[src/rtl/rc4_pkg.sv]
// rtl/rc4_pkg.sv - shared states, sizes and legal-character constants for the RC4 decrypt path
package rc4_pkg;

    localparam int MSG_LEN_DEFAULT = 32;

    localparam logic [7:0] CHAR_A     = 8'h61;
    localparam logic [7:0] CHAR_Z     = 8'h7A;
    localparam logic [7:0] CHAR_SPACE = 8'h20;

    typedef enum logic [3:0] {
        IDLE,
        RD_I,
        WT_I,
        RD_J,
        WT_J,
        WR_J,
        WR_I,
        RD_F,
        WT_F,
        NEXT,
        DONE
    } rc4_state_e;

endpackage

[src/rtl/rc4_valid_char.sv]
// rtl/rc4_valid_char.sv - combinational check that a byte is lowercase a-z or space
module rc4_valid_char
    import rc4_pkg::*;
(
    input  logic [7:0] char_in,
    output logic       legal
);

    assign legal = ((char_in >= CHAR_A) && (char_in <= CHAR_Z)) || (char_in == CHAR_SPACE);

endmodule

[src/rtl/rc4_prga_decrypt.sv]
// rtl/rc4_prga_decrypt.sv - RC4 PRGA over a key-scheduled S RAM, XOR-decrypt into plaintext RAM
// Optional feature macro: RC4_EARLY_ABORT_EN (stop at the first illegal plaintext byte)
module rc4_prga_decrypt
    import rc4_pkg::*;
#(
    parameter int MSG_LEN = MSG_LEN_DEFAULT,
    parameter int DATA_W  = 8,
    parameter int K_W     = 5
) (
    input  logic              clk,
    input  logic              reset,
    input  logic              start,
    output logic [K_W-1:0]    enc_index,
    input  logic [DATA_W-1:0] enc_data,
    output logic [7:0]        s_address,
    output logic [DATA_W-1:0] s_data,
    output logic              s_wren,
    input  logic [DATA_W-1:0] s_q,
    output logic [K_W-1:0]    dec_address,
    output logic [DATA_W-1:0] dec_data,
    output logic              dec_wren,
    output logic              busy,
    output logic              done,
    output logic              key_valid
);

    rc4_state_e        state_q, state_d;
    logic [7:0]        i_q, i_d;
    logic [7:0]        j_q, j_d;
    logic [K_W-1:0]    k_q, k_d;
    logic [DATA_W-1:0] si_q, si_d;
    logic [DATA_W-1:0] sj_q, sj_d;
    logic              valid_q, valid_d;

    logic [DATA_W-1:0] plain;
    logic              plain_legal;
    logic              last_byte;

    // In WT_F the RAM read data is the keystream byte f.
    assign plain = s_q ^ enc_data;

    rc4_valid_char u_valid_char (
        .char_in (plain),
        .legal   (plain_legal)
    );

`ifdef RC4_EARLY_ABORT_EN
    assign last_byte = (k_q == K_W'(MSG_LEN - 1)) || !valid_q;
`else
    assign last_byte = (k_q == K_W'(MSG_LEN - 1));
`endif

    always_comb begin
        state_d = state_q;
        i_d     = i_q;
        j_d     = j_q;
        k_d     = k_q;
        si_d    = si_q;
        sj_d    = sj_q;
        valid_d = valid_q;
        case (state_q)
            IDLE, DONE: begin
                if (start) begin
                    i_d     = 8'd1;
                    j_d     = 8'd0;
                    k_d     = '0;
                    valid_d = 1'b1;
                    state_d = RD_I;
                end
            end
            RD_I: state_d = WT_I;
            WT_I: begin
                si_d    = s_q;
                j_d     = j_q + s_q;
                state_d = RD_J;
            end
            RD_J: state_d = WT_J;
            WT_J: begin
                sj_d    = s_q;
                state_d = WR_J;
            end
            WR_J: state_d = WR_I;
            WR_I: state_d = RD_F;
            RD_F: state_d = WT_F;
            WT_F: begin
                valid_d = valid_q & plain_legal;
                state_d = NEXT;
            end
            NEXT: begin
                if (last_byte) begin
                    state_d = DONE;
                end else begin
                    i_d     = i_q + 8'd1;
                    k_d     = k_q + K_W'(1);
                    state_d = RD_I;
                end
            end
            default: state_d = IDLE;
        endcase
    end

    always_ff @(posedge clk or posedge reset) begin
        if (reset) begin
            state_q <= IDLE;
            i_q     <= '0;
            j_q     <= '0;
            k_q     <= '0;
            si_q    <= '0;
            sj_q    <= '0;
            valid_q <= 1'b0;
        end else begin
            state_q <= state_d;
            i_q     <= i_d;
            j_q     <= j_d;
            k_q     <= k_d;
            si_q    <= si_d;
            sj_q    <= sj_d;
            valid_q <= valid_d;
        end
    end

    // RAM strobes decode straight from the state register so the read
    // data lands exactly one cycle after each RD_* address.
    always_comb begin
        s_address   = '0;
        s_data      = '0;
        s_wren      = 1'b0;
        dec_address = '0;
        dec_data    = '0;
        dec_wren    = 1'b0;
        case (state_q)
            RD_I: s_address = i_q;
            RD_J: s_address = j_q;
            WR_J: begin
                s_address = j_q;
                s_data    = si_q;
                s_wren    = 1'b1;
            end
            WR_I: begin
                s_address = i_q;
                s_data    = sj_q;
                s_wren    = 1'b1;
            end
            RD_F: s_address = si_q + sj_q;
            WT_F: begin
                dec_address = k_q;
                dec_data    = plain;
                dec_wren    = 1'b1;
            end
            default: ;
        endcase
    end

    assign enc_index = k_q;
    assign busy      = (state_q != IDLE) && (state_q != DONE);
    assign done      = (state_q == DONE);
    assign key_valid = (state_q == DONE) && valid_q;

endmodule

[config.mk]
export PLATFORM = sky130hd
export DESIGN_NAME = rc4_prga_decrypt
export DESIGN_NICKNAME = d
export VERILOG_FILES = /design/src/rtl/rc4_pkg.sv /design/src/rtl/rc4_valid_char.sv /design/src/rtl/rc4_prga_decrypt.sv
export SDC_FILE = /design/constraint.sdc
export NUM_CORES = 1
export LEC_CHECK = 0
export ABC_AREA = 1
export BUFFER_PORTS_ARGS = -buffer_cell sky130_fd_sc_hd__buf_2
export CORE_MARGIN = 2
export CORE_UTILIZATION = 30
export DETAILED_ROUTE_END_ITERATION = 8
export GPL_ROUTABILITY_DRIVEN = 1
export RECOVER_POWER = 50
export SYNTH_ARGS = -nofsm -noshare
export SYNTH_HDL_FRONTEND = slang
export SYNTH_SLANG_ARGS = --single-unit
[constraint.sdc]
create_clock -name clk -period 1.8 [get_ports clk]
set_input_delay 0.18 -clock clk [delete_from_list [all_inputs] [get_ports clk]]
set_output_delay 0.18 -clock clk [all_outputs]
set_load 0.01 [all_outputs]
## Word level (Yosys, flattened, before mapping)

Index checks and enable logic that the tools add are counted.

- Muxes and demuxes: 19
- Reduce and logical (&&, ||, !) cells: 16
- $add $sub $neg: 4
- Bitwise logic cells: 2
- Order comparisons: 2
- Equality and inequality tests: 15

Operator list:

| kind | number |
|---|---|
| $pmux W8 S2 | 3 |
| $pmux W4 S10 | 1 |
| $mux W8 | 4 |
| $pmux W8 S3 | 1 |
| $add A8 B8 Y8 | 2 |
| $eq A4 B3 Y1 const B | 4 |
| $mux W5 | 3 |
| $eq A4 B4 Y1 const B | 3 |
| $pmux W5 S2 | 1 |
| $add A8 B1 Y8 const B | 1 |
| $eq A4 B2 Y1 const B | 2 |
| $eq A8 B6 Y1 const B | 1 |
| $ge A8 B7 Y1 const B | 1 |
| $le A8 B7 Y1 const B | 1 |
| $mux W4 | 2 |
| $reduce_or A2 Y1 | 4 |
| $xor A8 B8 Y8 | 1 |
| $reduce_bool A2 Y1 | 3 |
| $add A5 B1 Y5 const B | 1 |
| $eq A5 B5 Y1 const B | 1 |
| $eq A4 B1 Y1 const B | 1 |
| $logic_not A4 Y1 | 1 |
| $ne A2 B2 Y1 const B | 2 |
| $ne A4 B4 Y1 const B | 1 |
| 8 further kinds | 13 |

- Word-level logic and storage cells: 65
- Output and inout bits: 39
- Register bits after elaboration: 42
- Input port bits: 19

## Longest topological paths before layout

Gate-level depths: netlist of run 1.

- Depth after elaboration: 6
- Gate-level depth with buffers: 10
- Gate-level depth less buffers: 10

## By module

Synthesis of run 1 repeated with hierarchy kept, for this count alone.

- Cell total of the unflattened synthesis: 475
- Area total of the unflattened synthesis: 3154.3 um2

By module, submodules not included:

| module | instances | seq. area each (um2) | cells an instance | area an instance (um2) |
|---|---|---|---|---|
| rc4_prga_decrypt | 1 | 1051.0 | 460 | 3083.0 |
| rc4_valid_char | 1 | 0.0 | 15 | 71.3 |

## Worst setup path before layout of run 1

No wires, ideal clock.

- Kind: flip-flop to output port
- Start: reg si_q[0]
- End: out s_address[4]
- Cell stages (with the launch flop): 8
- Buffers on the path: 0
- Path slack: 98 ps
- Required time: 1620 ps
- Arrival time: 1522 ps
- Cells stage by stage: dfrtp_1 ha_1 fa_1 a21oi_1 o21ai_0 a21oi_1 o21ai_0 nand3_1

- Word-level cells in the longest chain between the ends: 2

RTL lines:

| item | line | source |
|---|---|---|
| start, declared | rc4_prga_decrypt.sv:31 | `logic [DATA_W-1:0] si_q, si_d;` |
| start signal, assigned | rc4_prga_decrypt.sv:116 | `si_q <= si_d;` |
| $add A8 B8 Y8 | rc4_prga_decrypt.sv:144 | `RD_F: s_address = si_q + sj_q;` |
| $pmux W8 S3 | rc4_prga_decrypt.sv:131 | `case (state_q)` |
| end, declared | rc4_prga_decrypt.sv:15 | `output logic [7:0] s_address,` |

No other way between the ends.

## Final worst setup path of run 1

- Start: reg si_q[0]
- End: out s_address[6]

The elaborated chain is that of the path after synthesis.

==> metrics.txt, run 1 <==
run status=complete, but fails checks; violated checks=setup timing; Multi-input gate area=1900 um^2; Std-Cell Rows=36; setup tns final=-1.53 ns; clock root buffer=clkbuf_8; die span in x=104 um; worst min path class=in2reg; die area=10900 um^2; total gr overflow=0; start of the worst register-to-register path=state_q[1]; Met1 Routed Length=4.18 mm; most common cell after layout, fill and taps aside=nand2_1; mean number of vias per cell=4.82; boundary pin count=58; Slowest Stage Delay on Critical Path=0.39 ns; Final Cycle Share=116%; uppermost layer routed=met4; post-synth net total=469; maxcap violations=0; number of clock buffers inserted by TritonCTS=5; critical path class=reg2out; Final Wtd Congestion=0.944; Hold Buf Count CTS=0; post-detailed-placement cell area=3540 um^2; number of antenna-violating nets in the routed design=0; PD cells=1640 nW/um^2; number of instances in the placed design=630; Die Height=104 um; sinks on the clock net=42; clock network latency to the later pin of the worst-skew pair=0.30 ns; most prevalent standard cell on the critical path=nand3_1; #FFs+latches synth=42; wire length of the first global-routing pass=14.7 mm; final critical path time including I/O delays and setup=2.10 ns; synth unique cells=30; Floorplan Core Area=9770 um^2; flop2flop setup slack=0.03 ns; pin count of the biggest net entering global routing=43; routed wl met2=4.49 mm; capture instance of the worst register-to-register path=j_q[3]; data required time of the worst path=1.62 ns; proportion of layout cells with a drive suffix above 1=29.1%; Avg Synthesized Cell Area=7.01 um^2; CTS max path bufs=2; detailed-route via count=3193; global router's overall resource usage=16.8%; worst clock skew=0.0117 ns; Synth Warn #=0; area share of the largest cell type after synthesis=34.8%; logic depth of the worst register-to-register path=8; iteration-0 DRC count of the detailed router=144; final routed wirelength across all metal layers=9.29 mm; nature of the critical path endpoint=output pin; Initial Util=30.9%; final setup fails=10; growth of design area from synthesis to finish=35.3%; cell taking the most area after synthesis=dfrtp_1; gate count of the mapped netlist=431; final hold vios=0; number of nets in the final layout=567; clock-pin slew on the worst setup and hold paths=0.08 ns; vias in the first global route=2982; kind of launch point of the worst setup path=flop; commonest non-fill, non-tap cells in the layout=126 x nand2_1, 53 x inv_1, 50 x buf_2, 40 x dfrtp_1, 29 x buf_4; start point of the worst hold path=s_q[0]; IR drop worst, VDD=0.429 mV; estimated wirelength of the detail-placed design=6.82 mm; worst hold path cell count=3; Bufs and invs on worst path=2; met3 wirelength from detailed routing=393 um; wire per inst=14.0 um; count of input and output buffers=57; number of antenna repair diodes=0; static power due to leakage=2.16 nW; highest fanout seen on the critical path=3; post-layout worst setup margin=-0.296 ns; count of fill cells added during filler insertion=1020; number of antenna violations at the first check in global routing=0; H-tree level count=2; main area contributors after synthesis=dfrtp_1 35%, nand2_1 16%, ha_1 7.0%; Post-Syn Area=3020 um^2; Worst Path Arrival=1.92 ns; crit-path leading delay family=adder cells; clock tree from TritonCTS=built; final count of pins violating max slew=0; series of cell instances along the critical path=ha_2, fa_2, buf_4, nand4_1, nand3_1, nand2_1, nand3_1, nand3_1, buf_2; unrepaired setup endpoints after global routing=true; summed area of non-filler cells in the final layout=4090 um^2; final standard cell count with taps included and fillers excluded=663; Slew headroom=27.6%; first drt pass iteration count=4; worst slew pin tran=1.09 ns; highest-delay cell along the critical path=dfrtp_1; final routed DRC violation total=0; worst min-delay path endpoint=sj_q[0]; peak clock frequency supported by timing=0.477 GHz; sequential cell area=1050 um^2; share of synthesized area occupied by flip-flops and latches=34.8%
## synthesized netlist by cell type
cell type / count
a21oi_1: 15
a22o_1: 4
a31oi_1: 2
buf_2: 2
buf_6: 1
clkbuf_1: 1
dfrtp_1: 42
fa_1: 2
ha_1: 17
inv_1: 55
inv_2: 11
nand2_1: 128
nand2_2: 6
nand2_4: 1
nand3_1: 27
nand3b_1: 4
nand4_1: 13
nor2_1: 32
nor2_2: 2
nor2_4: 4
nor3_1: 4
o211ai_1: 2
o21a_1: 2
o21ai_0: 27
o21ai_1: 13
o21ai_2: 2
o21bai_1: 2
or2_2: 1
xnor2_1: 2
xor2_1: 7
## how the worst max path moves through the flow
stage,from,to,slack (ns),depth (start not counted)
2_1_floorplan,si_q[0],s_address[4],0.1,7
3_3_place_gp,si_q[0],s_address[4],-0.05,8
3_5_place_dp,si_q[0],s_address[4],-0.06,8
4_1_cts,sj_q[0],s_address[6],-0.28,9
5_1_grt,si_q[0],s_address[6],-0.40,9
6_report,si_q[0],s_address[6],-0.30,9
## power breakdown
part | total [W] | internal, W | switching [W]
logic | 0.00434 | 0.00187 | 0.00246
registers | 0.00172 | 0.00133 | 0.000397
clock network | 0.000649 | 0.000310 | 0.000338
## state kept, by name, summed over array words and instances, names as in the netlist
register / cells
j_q: 8
si_q: 8
state_q: 4
i_q: 8
sj_q: 8
enc_index: 5
valid_q: 1
## layout make-up
type | count | share of cell area (%)
clock inverters | 1 | 0.122
flip-flops and latches | 42 | 25.8
well taps | 133 | 4.07
repair buffers | 95 | 15.4
multi-input cells | 319 | 46.4
clock buffers | 7 | 2.11
inverters | 66 | 6.12
## metrics by stage
stage / total power [W] / util [%] / worst slack, ns / hold WS, ns
floorplan: 0.00397 / - / 0.0976 / 0.297
global placement: 0.00494 / 36.3 / -0.0525 / 0.365
detailed placement: 0.00500 / 36.3 / -0.0554 / 0.361
CTS: 0.00624 / 39.5 / -0.276 / 0.0321
global route: 0.00727 / 41.8 / -0.399 / 0.179
finish: 0.00671 / 41.8 / -0.296 / 0.161
## worst min-delay path, cell delays in order
cell	delay, ns
buf_2	0.12
nand2_1	0.05
o21ai_0	0.06
## repair_timing
action	in CTS	in global routing
cloned	0	2
endpoints found under the setup margin	12	34
gates resized for setup	27	36
pin swaps	14	10
buffers inserted	14	10
## logic make-up (layout without fill, tap and decap cells)
kind of cell             Yosys count  count (layout)  synth area share (%)
adder cells (fa/ha/maj)           19              19                  8.37
AO/OA/AOI/OAI                     69              69                  12.8
flip-flops                        42              42                  34.8
buffers and inverters             70             169                  9.03
AND/OR/NAND/NOR                  222             222                  32.4
XOR/XNOR                           9               9                  2.61
## routing by layer
layer | up-vias | global-route usage [%]
met2 | 87 | 28.6
met1 | 1499 | 21.4
met5 | - | 0
met4 | 0 | 6.76
li1 | 1593 | -
met3 | 14 | 2.07
Power figures use the tool's default switching activity.
==> run 2, diff against run 1 <==
ABC_AREA = unset   (was 1)
==> metrics.txt, run 2 <==
area share of the largest cell type after synthesis=36.4%; count of input and output buffers=57; maxcap violations=0; Floorplan Core Area=9280 um^2; Main synth FF type=dfrtp_1; Initial Util=31.1%; clock tree from TritonCTS=built; worst hold path cell count=3; Synth Warn #=0; worst clock skew=0.00350 ns; most instantiated library cell after synthesis=nand2_1; Final Wtd Congestion=0.876; PD cells=726 nW/um^2; data required time of the worst path=1.62 ns; Die Height=102 um; highest-delay cell along the critical path=fa_2; worst slew pin tran=1.08 ns; proportion of layout cells with a drive suffix above 1=42.5%; iteration-0 DRC count of the detailed router=208; synth unique cells=51; total gr overflow=0; number of antenna violations at the first check in global routing=0; CTS max path bufs=2; final count of pins violating max slew=0; Slowest Stage Delay on Critical Path=0.41 ns; top cell types by occurrence after synthesis=45 x nand2_1, 42 x dfrtp_1, 37 x nor2_1; detailed-route via count=2841; static power due to leakage=1.97 nW; Slew headroom=27.8%; final routed wirelength across all metal layers=8.83 mm; share of synthesized area occupied by flip-flops and latches=36.4%; final routed DRC violation total=0; Hold Worst Slack=0.166 ns; kind of launch point of the worst setup path=flop; start point of the worst hold path=s_q[1]; worst min path class=in2reg; Avg Synthesized Cell Area=8.97 um^2; summed area of non-filler cells in the final layout=4180 um^2; growth of design area from synthesis to finish=44.9%; critical path class=reg2out; wire length of the first global-routing pass=14.2 mm; final critical path time including I/O delays and setup=2.52 ns; #FFs+latches synth=42; H-tree level count=2; Post-Syn Area=2890 um^2; commonest non-fill, non-tap cells in the layout=57 x buf_4, 50 x buf_2, 44 x nand2_1, 37 x dfrtp_1, 27 x nor2_1; nature of the critical path endpoint=output pin; clock network latency to the later pin of the worst-skew pair=0.29 ns; number of antenna-violating nets in the routed design=0; highest fanout seen on the critical path=3; most common cell after layout, fill and taps aside=buf_4; wire per inst=15.5 um; logic depth of the worst register-to-register path=6; start of the worst register-to-register path=state_q[1]; peak clock frequency supported by timing=0.397 GHz; vias in the first global route=2814; clock-pin slew on the worst setup and hold paths=0.08 ns; global router's overall resource usage=17.6%; launch point of the critical path=si_q[0]; IR drop worst, VDD=0.370 mV; estimated wirelength of the detail-placed design=6.41 mm; final hold vios=0; final standard cell count with taps included and fillers excluded=570; number of nets in the final layout=478; clock root buffer=clkbuf_8; Worst Path Arrival=2.34 ns; sinks on the clock net=42; pin count of the biggest net entering global routing=43; first drt pass iteration count=4; post-detailed-placement cell area=3720 um^2; run status=complete, but fails checks; final setup fails=27; mean number of vias per cell=4.98; number of instances in the placed design=546; violated checks=setup timing; series of cell instances along the critical path=ha_2, fa_2, buf_4, a21o_1, a211oi_2, nor3_2, a221o_1, buf_2; Final Cycle Share=140%; post-layout worst setup margin=-0.718 ns; cell taking the most area after synthesis=dfrtp_1; main area contributors after synthesis=dfrtp_1 36%, ha_1 7.4%, nand2_1 5.8%; die span in x=102 um; die area=10400 um^2; gate count of the mapped netlist=322; post-synth net total=360; Std-Cell Rows=35; number of clock buffers inserted by TritonCTS=5; boundary pin count=58; number of flops mapped to enable cells by yosys=0; Async SR Flop Fraction=100%; Hold Buf Count CTS=0; unrepaired setup endpoints after global routing=true
## run 2: cell types whose count changed in the layout (fill, tap and decap cells not counted), moves of 6 or more
cell,before,now
nand4_1,13,2
mux2_1,0,8
o21ai_0,24,7
buf_6,6,17
xor2_1,7,13
nand2_1,126,44
inv_1,53,5
buf_4,29,57
xnor2_1,2,13
o22ai_1,0,6
nand3_1,23,2
inv_2,12,1
a22oi_1,0,11
## run 2: path summary, 6_finish.rpt
| check | end | slack [ns] |
|---|---|---|
| worst min register to register | si_q[6] | 0.52 |
| worst max-delay path | s_address[4] | -0.72 |
| min in group asynchronous | enc_index[3] | 0.23 |
| worst max register to register | i_q[7] | -0.06 |
| worst min-delay path | si_q[1] | 0.17 |
| max in group asynchronous | sj_q[1] | 0.85 |
## run 2: final cells by class
type                            instances  area [um^2]
Antenna cell                            1         2.50
Multi-Input combinational cell        258         1970
Sequential cell                        42         1060
Inverter                                7         28.8
Timing Repair Buffer                  126          890
Tap cell                              129          161
Clock buffer                            7         76.3
Fill cell                             934         5100
## run 2: cell families after synthesis
logic type               share of synthesized area, %
AO/OA/AOI/OAI                                    18.4
XOR/XNOR                                         8.49
flip-flops                                       36.4
buffers and inverters                            3.12
AND/OR/NAND/NOR                                  20.6
adder cells (fa/ha/maj)                          8.75
multiplexers                                     4.25
## run 2: where the power goes
part | switching (W) | total [W] | internal (W)
clock | 0.000307 | 0.000574 | 0.000267
sequential | 0.000182 | 0.00128 | 0.00110
combinational | 0.000561 | 0.00119 | 0.000624
total | 0.00105 | 0.00304 | 0.00199
## run 2: routing by layer
metal  up-vias  track usage, %  part of all wire, %
met5         -               0                    0
met4         0            4.62                  1.8
met3        12            2.53                  4.0
met2        70            28.7                   47
met1      1372            24.5                   47
li1       1387               -                    -
## run 2: timing repair
action | in CTS | in global routing
gates resized for setup | 25 | 38
setup buffers | 5 | 11
setup endpoints to repair | 30 | 43
pin swaps | 23 | 20
cloned | 1 | 0
## run 2: critical path, delay by kind of cell, from the launching register on
kind	cells	cell delay [ns]
compound gates	3	0.66
fa+ha+maj	2	0.62
flops	1	0.40
buf+inv	2	0.31
simple gates	1	0.07
## run 2: metrics by stage
| step | total power, W | setup TNS, ns | setup slack [ns] | util [%] |
|---|---|---|---|---|
| floorplan | 0.00196 | -0.167 | -0.0541 | - |
| global placement | 0.00235 | -1.19 | -0.247 | 40.1 |
| detailed placement | 0.00238 | -1.40 | -0.309 | 40.1 |
| CTS | 0.00300 | -5.28 | -0.629 | 42.5 |
| global route | 0.00326 | -8.32 | -0.774 | 45.0 |
| finish | 0.00304 | -5.76 | -0.718 | 45.1 |
